<file path="src/rtl/mips_trace_pkg.sv">
// Shared types and constants for the MIPS execution-trace buffer.
package mips_trace_pkg;

  typedef enum logic [1:0] {
    ST_IDLE    = 2'd0,
    ST_CAPTURE = 2'd1,
    ST_HALTED  = 2'd2
  } trace_state_t;

  localparam logic [1:0] CAUSE_STALL   = 2'b01;
  localparam logic [1:0] CAUSE_TIMEOUT = 2'b10;

  // Bit positions inside the 8-bit control bundle from the core's decoder.
  localparam int CTRL_REGDST   = 7;
  localparam int CTRL_JUMP     = 6;
  localparam int CTRL_BRANCH   = 5;
  localparam int CTRL_MEMREAD  = 4;
  localparam int CTRL_MEMTOREG = 3;
  localparam int CTRL_MEMWRITE = 2;
  localparam int CTRL_ALUSRC   = 1;
  localparam int CTRL_REGWRITE = 0;

  // Entry fields are sized for the widest supported core; narrower PCs are zero-extended.
  localparam int TRACE_PC_W    = 32;
  localparam int TRACE_INSTR_W = 32;

  typedef struct packed {
    logic [TRACE_PC_W-1:0]    pc;
    logic [TRACE_INSTR_W-1:0] instr;
    logic [7:0]               ctrl;
    logic                     zero;
  } trace_entry_t;

endpackage

</file>
<file path="src/rtl/mips_trace_buffer_ram.sv">
// Trace storage: one synchronous write port, one registered read port.
module trace_ram
  import mips_trace_pkg::*;
#(
  parameter int DEPTH = 16
) (
  input  logic                     clk,
  input  logic                     reset,
  input  logic                     we,
  input  logic [$clog2(DEPTH)-1:0] waddr,
  input  trace_entry_t             wdata,
  input  logic                     re,
  input  logic [$clog2(DEPTH)-1:0] raddr,
  output trace_entry_t             rdata
);

  trace_entry_t mem [DEPTH];
  trace_entry_t rdata_q;

  // NOTE: the array itself is not reset so it maps onto plain RAM; only the read register is cleared.
  always_ff @(posedge clk) begin
    if (we) begin
      mem[waddr] <= wdata;
    end
  end

  always_ff @(posedge clk) begin
    if (reset) begin
      rdata_q <= '0;
    end else if (re) begin
      rdata_q <= mem[raddr];
    end
  end

  assign rdata = rdata_q;

endmodule

</file>
<file path="src/rtl/mips_trace_buffer.sv">
// Circular execution-trace capture with PC-stall / cycle-budget halt detection and read drain.
module mips_trace_buffer
  import mips_trace_pkg::*;
#(
  parameter int PC_W        = 32,
  parameter int INSTR_W     = 32,
  parameter int DEPTH       = 16,
  parameter int MAX_CYCLES  = 64,
  parameter int STALL_LIMIT = 4
) (
  input  logic                       clk,
  input  logic                       reset,
  input  logic                       enable,
  input  logic [PC_W-1:0]            pc,
  input  logic [INSTR_W-1:0]         instruction,
  input  logic [7:0]                 ctrl,
  input  logic                       zero,
  input  logic                       arm,
  input  logic                       rd_req,
  output logic                       rd_valid,
  output logic [PC_W-1:0]            rd_pc,
  output logic [INSTR_W-1:0]         rd_instr,
  output logic [7:0]                 rd_ctrl,
  output logic                       rd_zero,
  output logic [$clog2(DEPTH):0]     count,
  output logic                       overflow,
  output logic                       done,
  output logic [1:0]                 done_cause,
  output logic                       busy
);

  localparam int AW  = $clog2(DEPTH);
  localparam int CW  = AW + 1;
  localparam int CYW = $clog2(MAX_CYCLES + 1);
  localparam int SW  = $clog2(STALL_LIMIT + 1);

  localparam logic [CW-1:0]  FULL      = CW'(DEPTH);
  localparam logic [CYW-1:0] CYC_LIMIT = CYW'(MAX_CYCLES);
  localparam logic [SW-1:0]  STL_LIMIT = SW'(STALL_LIMIT);

  trace_state_t    state_q, state_d;
  logic [AW-1:0]   wr_ptr_q, wr_ptr_d, rd_ptr_q, rd_ptr_d;
  logic [CW-1:0]   count_q, count_d;
  logic [CYW-1:0]  cyc_q, cyc_d;
  logic [SW-1:0]   stall_q, stall_d;
  logic [PC_W-1:0] last_pc_q, last_pc_d;
  logic            have_prev_q, have_prev_d;
  logic            overflow_q, overflow_d;
  logic            done_q, done_d;
  logic [1:0]      cause_q, cause_d;
  logic            rd_valid_q, rd_valid_d;

  logic            ram_we, ram_re, halt_stall, halt_timeout;
  trace_entry_t    wr_entry, rd_entry;

  assign wr_entry = '{pc: TRACE_PC_W'(pc), instr: TRACE_INSTR_W'(instruction), ctrl: ctrl, zero: zero};

  // NOTE: every signal gets its default before the case so no path can infer a latch.
  always_comb begin
    state_d      = state_q;
    wr_ptr_d     = wr_ptr_q;
    rd_ptr_d     = rd_ptr_q;
    count_d      = count_q;
    cyc_d        = cyc_q;
    stall_d      = stall_q;
    last_pc_d    = last_pc_q;
    have_prev_d  = have_prev_q;
    overflow_d   = overflow_q;
    done_d       = done_q;
    cause_d      = cause_q;
    rd_valid_d   = 1'b0;
    ram_we       = 1'b0;
    ram_re       = 1'b0;
    halt_stall   = 1'b0;
    halt_timeout = 1'b0;

    // Arming from IDLE or HALTED starts a fresh capture and beats any pending pop.
    if (arm && state_q != ST_CAPTURE) begin
      state_d     = ST_CAPTURE;
      wr_ptr_d    = '0;
      rd_ptr_d    = '0;
      count_d     = '0;
      cyc_d       = '0;
      stall_d     = '0;
      have_prev_d = 1'b0;
      overflow_d  = 1'b0;
      done_d      = 1'b0;
      cause_d     = 2'b00;
    end else begin
      case (state_q)
        ST_CAPTURE: begin
          if (enable) begin
            ram_we   = 1'b1;
            wr_ptr_d = wr_ptr_q + AW'(1);
            cyc_d    = cyc_q + CYW'(1);
            if (count_q == FULL) begin
              rd_ptr_d   = rd_ptr_q + AW'(1);
              overflow_d = 1'b1;
            end else begin
              count_d = count_q + CW'(1);
            end
            stall_d      = (have_prev_q && pc == last_pc_q) ? stall_q + SW'(1) : '0;
            last_pc_d    = pc;
            have_prev_d  = 1'b1;
            halt_stall   = (stall_d == STL_LIMIT);
            halt_timeout = (cyc_d == CYC_LIMIT);
            if (halt_stall || halt_timeout) begin
              state_d = ST_HALTED;
              done_d  = 1'b1;
              cause_d = (halt_stall ? CAUSE_STALL : 2'b00) | (halt_timeout ? CAUSE_TIMEOUT : 2'b00);
            end
          end
        end
        ST_HALTED: begin
          if (rd_req && count_q != '0) begin
            ram_re     = 1'b1;
            rd_ptr_d   = rd_ptr_q + AW'(1);
            count_d    = count_q - CW'(1);
            rd_valid_d = 1'b1;
          end
        end
        default: ;
      endcase
    end
  end

  // NOTE: sequential state uses non-blocking assignments so all registers update from pre-edge values.
  always_ff @(posedge clk) begin
    if (reset) begin
      state_q     <= ST_IDLE;
      wr_ptr_q    <= '0;
      rd_ptr_q    <= '0;
      count_q     <= '0;
      cyc_q       <= '0;
      stall_q     <= '0;
      last_pc_q   <= '0;
      have_prev_q <= 1'b0;
      overflow_q  <= 1'b0;
      done_q      <= 1'b0;
      cause_q     <= 2'b00;
      rd_valid_q  <= 1'b0;
    end else begin
      state_q     <= state_d;
      wr_ptr_q    <= wr_ptr_d;
      rd_ptr_q    <= rd_ptr_d;
      count_q     <= count_d;
      cyc_q       <= cyc_d;
      stall_q     <= stall_d;
      last_pc_q   <= last_pc_d;
      have_prev_q <= have_prev_d;
      overflow_q  <= overflow_d;
      done_q      <= done_d;
      cause_q     <= cause_d;
      rd_valid_q  <= rd_valid_d;
    end
  end

  trace_ram #(.DEPTH(DEPTH)) u_ram (
    .clk   (clk),
    .reset (reset),
    .we    (ram_we),
    .waddr (wr_ptr_q),
    .wdata (wr_entry),
    .re    (ram_re),
    .raddr (rd_ptr_q),
    .rdata (rd_entry)
  );

  assign rd_valid   = rd_valid_q;
  assign rd_pc      = rd_entry.pc[PC_W-1:0];
  assign rd_instr   = rd_entry.instr[INSTR_W-1:0];
  assign rd_ctrl    = rd_entry.ctrl;
  assign rd_zero    = rd_entry.zero;
  assign count      = count_q;
  assign overflow   = overflow_q;
  assign done       = done_q;
  assign done_cause = cause_q;
  assign busy       = (state_q == ST_CAPTURE);

endmodule
</file>
<file path="config.mk">
export PLATFORM = sky130hd
export DESIGN_NAME = mips_trace_buffer
export DESIGN_NICKNAME = d
export VERILOG_FILES = /design/src/rtl/mips_trace_pkg.sv /design/src/rtl/mips_trace_buffer_ram.sv /design/src/rtl/mips_trace_buffer.sv
export SDC_FILE = /design/constraint.sdc
export NUM_CORES = 2
export LEC_CHECK = 0
export ABC_AREA = 1
export BUFFER_PORTS_ARGS = -buffer_cell sky130_fd_sc_hd__buf_2
export CORE_MARGIN = 2
export CORE_UTILIZATION = 35
export CTS_BUF_LIST = sky130_fd_sc_hd__clkbuf_8
export DETAILED_ROUTE_END_ITERATION = 16
export HOLD_SLACK_MARGIN = 0.08
export PLACE_DENSITY = 0.56
export SLEW_MARGIN = 20
export SYNTH_ARGS = -nofsm -noshare
export SYNTH_HDL_FRONTEND = slang
export SYNTH_SLANG_ARGS = --single-unit
</file>
<file path="constraint.sdc">
create_clock -name clk -period 11.93 [get_ports clk]
set_clock_uncertainty 0.2 [all_clocks]
set_input_delay 1.193 -clock clk [delete_from_list [all_inputs] [get_ports clk]]
set_output_delay 1.193 -clock clk [all_outputs]
set_load 0.03 [all_outputs]
</file>
==> flow_metrics.py <==
metrics = {
    "outcome": {
        "status": "finished, final reports clean",
    },
    "floorplanning": {
        "dieArea_um2": 148700,
        "fp.coreArea_um2": 145000,
        "ios": 162,
        "die_w_um": 385.6,
        "die_y_um": 385.6,
        "num_rows": 140,
        "start_util": 0.3513,
    },
    "sta": {
        "fin_tns_setup_ns": 0,
        "hold_viol": 0,
        "slew_violations": 0,
        "slew_headroom": 0.2613,
        "setup-violations-final": 0,
        "grt_setup_unrepaired": "no",
        "fmaxAchievable_ghz": 0.2299,
        "fin_crit_sh": 0.3646,
        "finalCriticalPeriod_ns": 4.350,
        "tightest_slew_ns": 1.108,
    },
    "route": {
        "routedWlPerCell_um": 21.54,
        "via_per_inst": 5.151,
        "wl_um": 136800,
        "first_pass_iters": 5,
        "drcViolationCount": 0,
        "drtIter0Drc": 2916,
        "vias": 32700,
        "antenna_left": 0,
    },
    "synth": {
        "synth-adder-area-share": 0.003094,
        "synth-seq-area-share": 0.7413,
        "syn_area_um2": 50960,
        "synthTopCellsByArea": "edfxtp_1, o21ai_0, nor2_1",
        "syn_nets": 4186,
        "synth_area_leader_cell": "edfxtp_1",
        "synthDistinctLibCells": 36,
        "post_synth_and_or_nand_nor_area_fraction": 0.07214,
        "synth_area_per_cell_um2": 12.44,
        "synth_edf_count": 1168,
        "yosysWarnings": 0,
        "dominantRegCellSynth": "edfxtp_1",
        "synth_compound_area_frac": 0.1387,
        "synth_xor_area_frac": 0.003266,
        "synth-seq-cells": 1303,
        "synthMuxAreaShare": 0,
        "synth_top_family_by_area": "compound AO/OA/AOI/OAI gates",
        "syn_inst": 4096,
        "yosysTopAreaCellShare": 0.6883,
        "async_reset_ff_frac": 0,
    },
    "clocking": {
        "worstSkewPairLatency_ns": 0.92,
        "post_cts_resize_count": 0,
        "clk_pin_slew_ns": 0.06,
        "cts_root_buffer": "clkbuf_8",
        "cts_buffer_depth": 3,
        "cts.sinks": 1303,
        "post-cts-setup-buffer-count": 0,
        "cts_tree": "built",
        "postCtsHoldBufs": 0,
        "cts_max_level": 4,
        "numCtsBuffers": 212,
    },
    "pwr": {
        "peakVddDrop_mv": 0.09457,
        "power_leakage_uw": 0.01996,
        "powerDensity_nw_per_um2": 153.7,
    },
    "critical_path": {
        "crit_type": "reg -> reg",
        "critical_path.max_fanout": 68,
        "worstPathArrival_ns": 4.67,
        "r2r-start": "done$_SDFFE_PP0P_",
        "cp-start-kind": "flip-flop",
        "required_ns": 12.25,
        "worstSetupStartpoint": "done$_SDFFE_PP0P_",
        "end_kind": "flip-flop",
    },
    "flow_run": {
        "cap_violations": 0,
    },
    "grt": {
        "grt_util_met1": 0.2571,
        "grt_max_degree": 383,
        "grt_first_pass_wirelength_um": 203200,
        "grt.met3_usage": 0.03638,
        "antenna_found_initial": 17,
        "track_usage": 0.1817,
        "top_usage_layer": "met2",
        "grt-ovfl-total": 0,
        "first_global_vias": 31720,
        "use_met2": 0.2846,
    },
    "placement": {
        "port_buffers": 161,
        "place.gp.congestion": 0.7642,
        "hpwl_um": 71850,
        "dpl-instance-area_um2": 53490,
    },
    "final_layout": {
        "final_area_um2": 57610,
        "syn_to_final_growth_pct": 13.06,
        "nets": 4334,
        "drive_gt1_frac": 0.1154,
    },
    "worst_hold_path": {
        "worstHoldStart": "done_cause[1]$_SDFFE_PP0P_",
        "hold_path_class": "reg -> reg",
    },
}
layer usage:
layer  share of wire  wire [um]
met3           0.063       8592
met2            0.46      62500
met5         0.00051         70
met1            0.46      62840
met4           0.020       2751
registers in the layout (all words and copies together) (netlist names):
register     count
wr_ptr_q         4
rd_ptr_q         4
overflow         1
state_q          1
done_cause       2
u_ram.rdata     73
last_pc_q       32
u_ram.mem     1168
count            5
rd_valid         1
done             1
cyc_q            7
stall_q          3
have_prev_q      1
path summary, 6_finish.rpt:
check / endpoint / depth (start not counted) / slack, ns
max: u_ram.mem[5][16]$_DFFE_PP_ / 9 / 7.58
max reg2reg: u_ram.mem[5][16]$_DFFE_PP_ / 9 / 7.58
min reg2reg: done_cause[1]$_SDFFE_PP0P_ / 2 / 0.27
min: done_cause[1]$_SDFFE_PP0P_ / 2 / 0.27
cell usage in the layout, fill, tap and decap left out, drive strengths merged, types with 19 or more instances in the layout:
| cell type | instances |
|---|---|
| o21ai | 800 |
| nor2 | 819 |
| edfxtp | 1168 |
| buf | 213 |
| nand2 | 126 |
| a211oi | 23 |
| dfxtp | 135 |
| o32ai | 19 |
| clkinv | 59 |
| clkbuf | 233 |
| o22ai | 346 |
| inv | 317 |
| a21oi | 103 |
cell families (layout without fill, tap and decap cells):
group	count (synthesis)	count (layout)
AO/OA/AOI/OAI	1297	1297
XOR/XNOR	19	19
adder cells (fa/ha/maj)	12	12
buffers and inverters	498	829
flip-flops	1303	1303
other	0	4
AND/OR/NAND/NOR	967	967
through the flow:
stage                     utilization  worst slack [ns]  std cells  total power, uW  hold WS, ns
after global placement         0.3686             6.916       5944             5264       0.2505
after global routing           0.3972             7.313       6348             9159       0.2952
after detailed placement       0.3688             6.842       5945             5268       0.2579
after floorplan                     -             6.305       4096             5155       0.2415
after CTS                      0.3968             7.562       6342             8951       0.2679
final                          0.3972             7.580       6348             8853       0.2712
cell usage after synthesis (2+ instances only):
| cell | instances |
|---|---|
| nor2_1 | 819 |
| o32ai_1 | 19 |
| a211oi_1 | 23 |
| edfxtp_1 | 1168 |
| a21oi_1 | 103 |
| ha_1 | 11 |
| o21ai_1 | 176 |
| o22ai_1 | 346 |
| buf_4 | 12 |
| o211ai_1 | 2 |
| xor2_1 | 11 |
| inv_2 | 3 |
| inv_1 | 214 |
| clkbuf_2 | 5 |
| nand3_1 | 14 |
| nand2_1 | 126 |
| buf_1 | 6 |
| dfxtp_1 | 135 |
| nor3_1 | 3 |
| o21a_1 | 2 |
| clkbuf_1 | 159 |
| buf_6 | 9 |
| buf_2 | 87 |
| xnor2_1 | 8 |
| o21ai_0 | 624 |
layout make-up:
class | count | area, um2
Sequential cell | 1303 | 37790
Inverter | 219 | 860.8
Clock buffer | 233 | 3207
Multi-Input combinational cell | 2295 | 11200
Antenna cell | 4 | 10.01
Fill cell | 13790 | 87430
Tap cell | 1917 | 2399
Clock inverter | 164 | 848.3
Timing Repair Buffer | 213 | 1300
worst max-delay path, cell delays in order (launching register included):
cell	delay, ns
dfxtp_1	0.31
inv_1	0.08
nand2_1	0.05
inv_1	0.10
nand2_2	0.05
buf_4	0.33
clkinv_1	0.61
nand2_1	0.42
nor2_4	0.90
buf_4	0.84
where the power goes:
part           leakage [uW]  total, uW  switching, uW  internal (uW)
logic               0.00596        175            138           36.4
clock network       0.00240       3680           1810           1870
registers            0.0116       5000           7.68           4990
total                0.0200       8850           1960           6900
No activity file was read; power rests on OpenSTA's default activity.
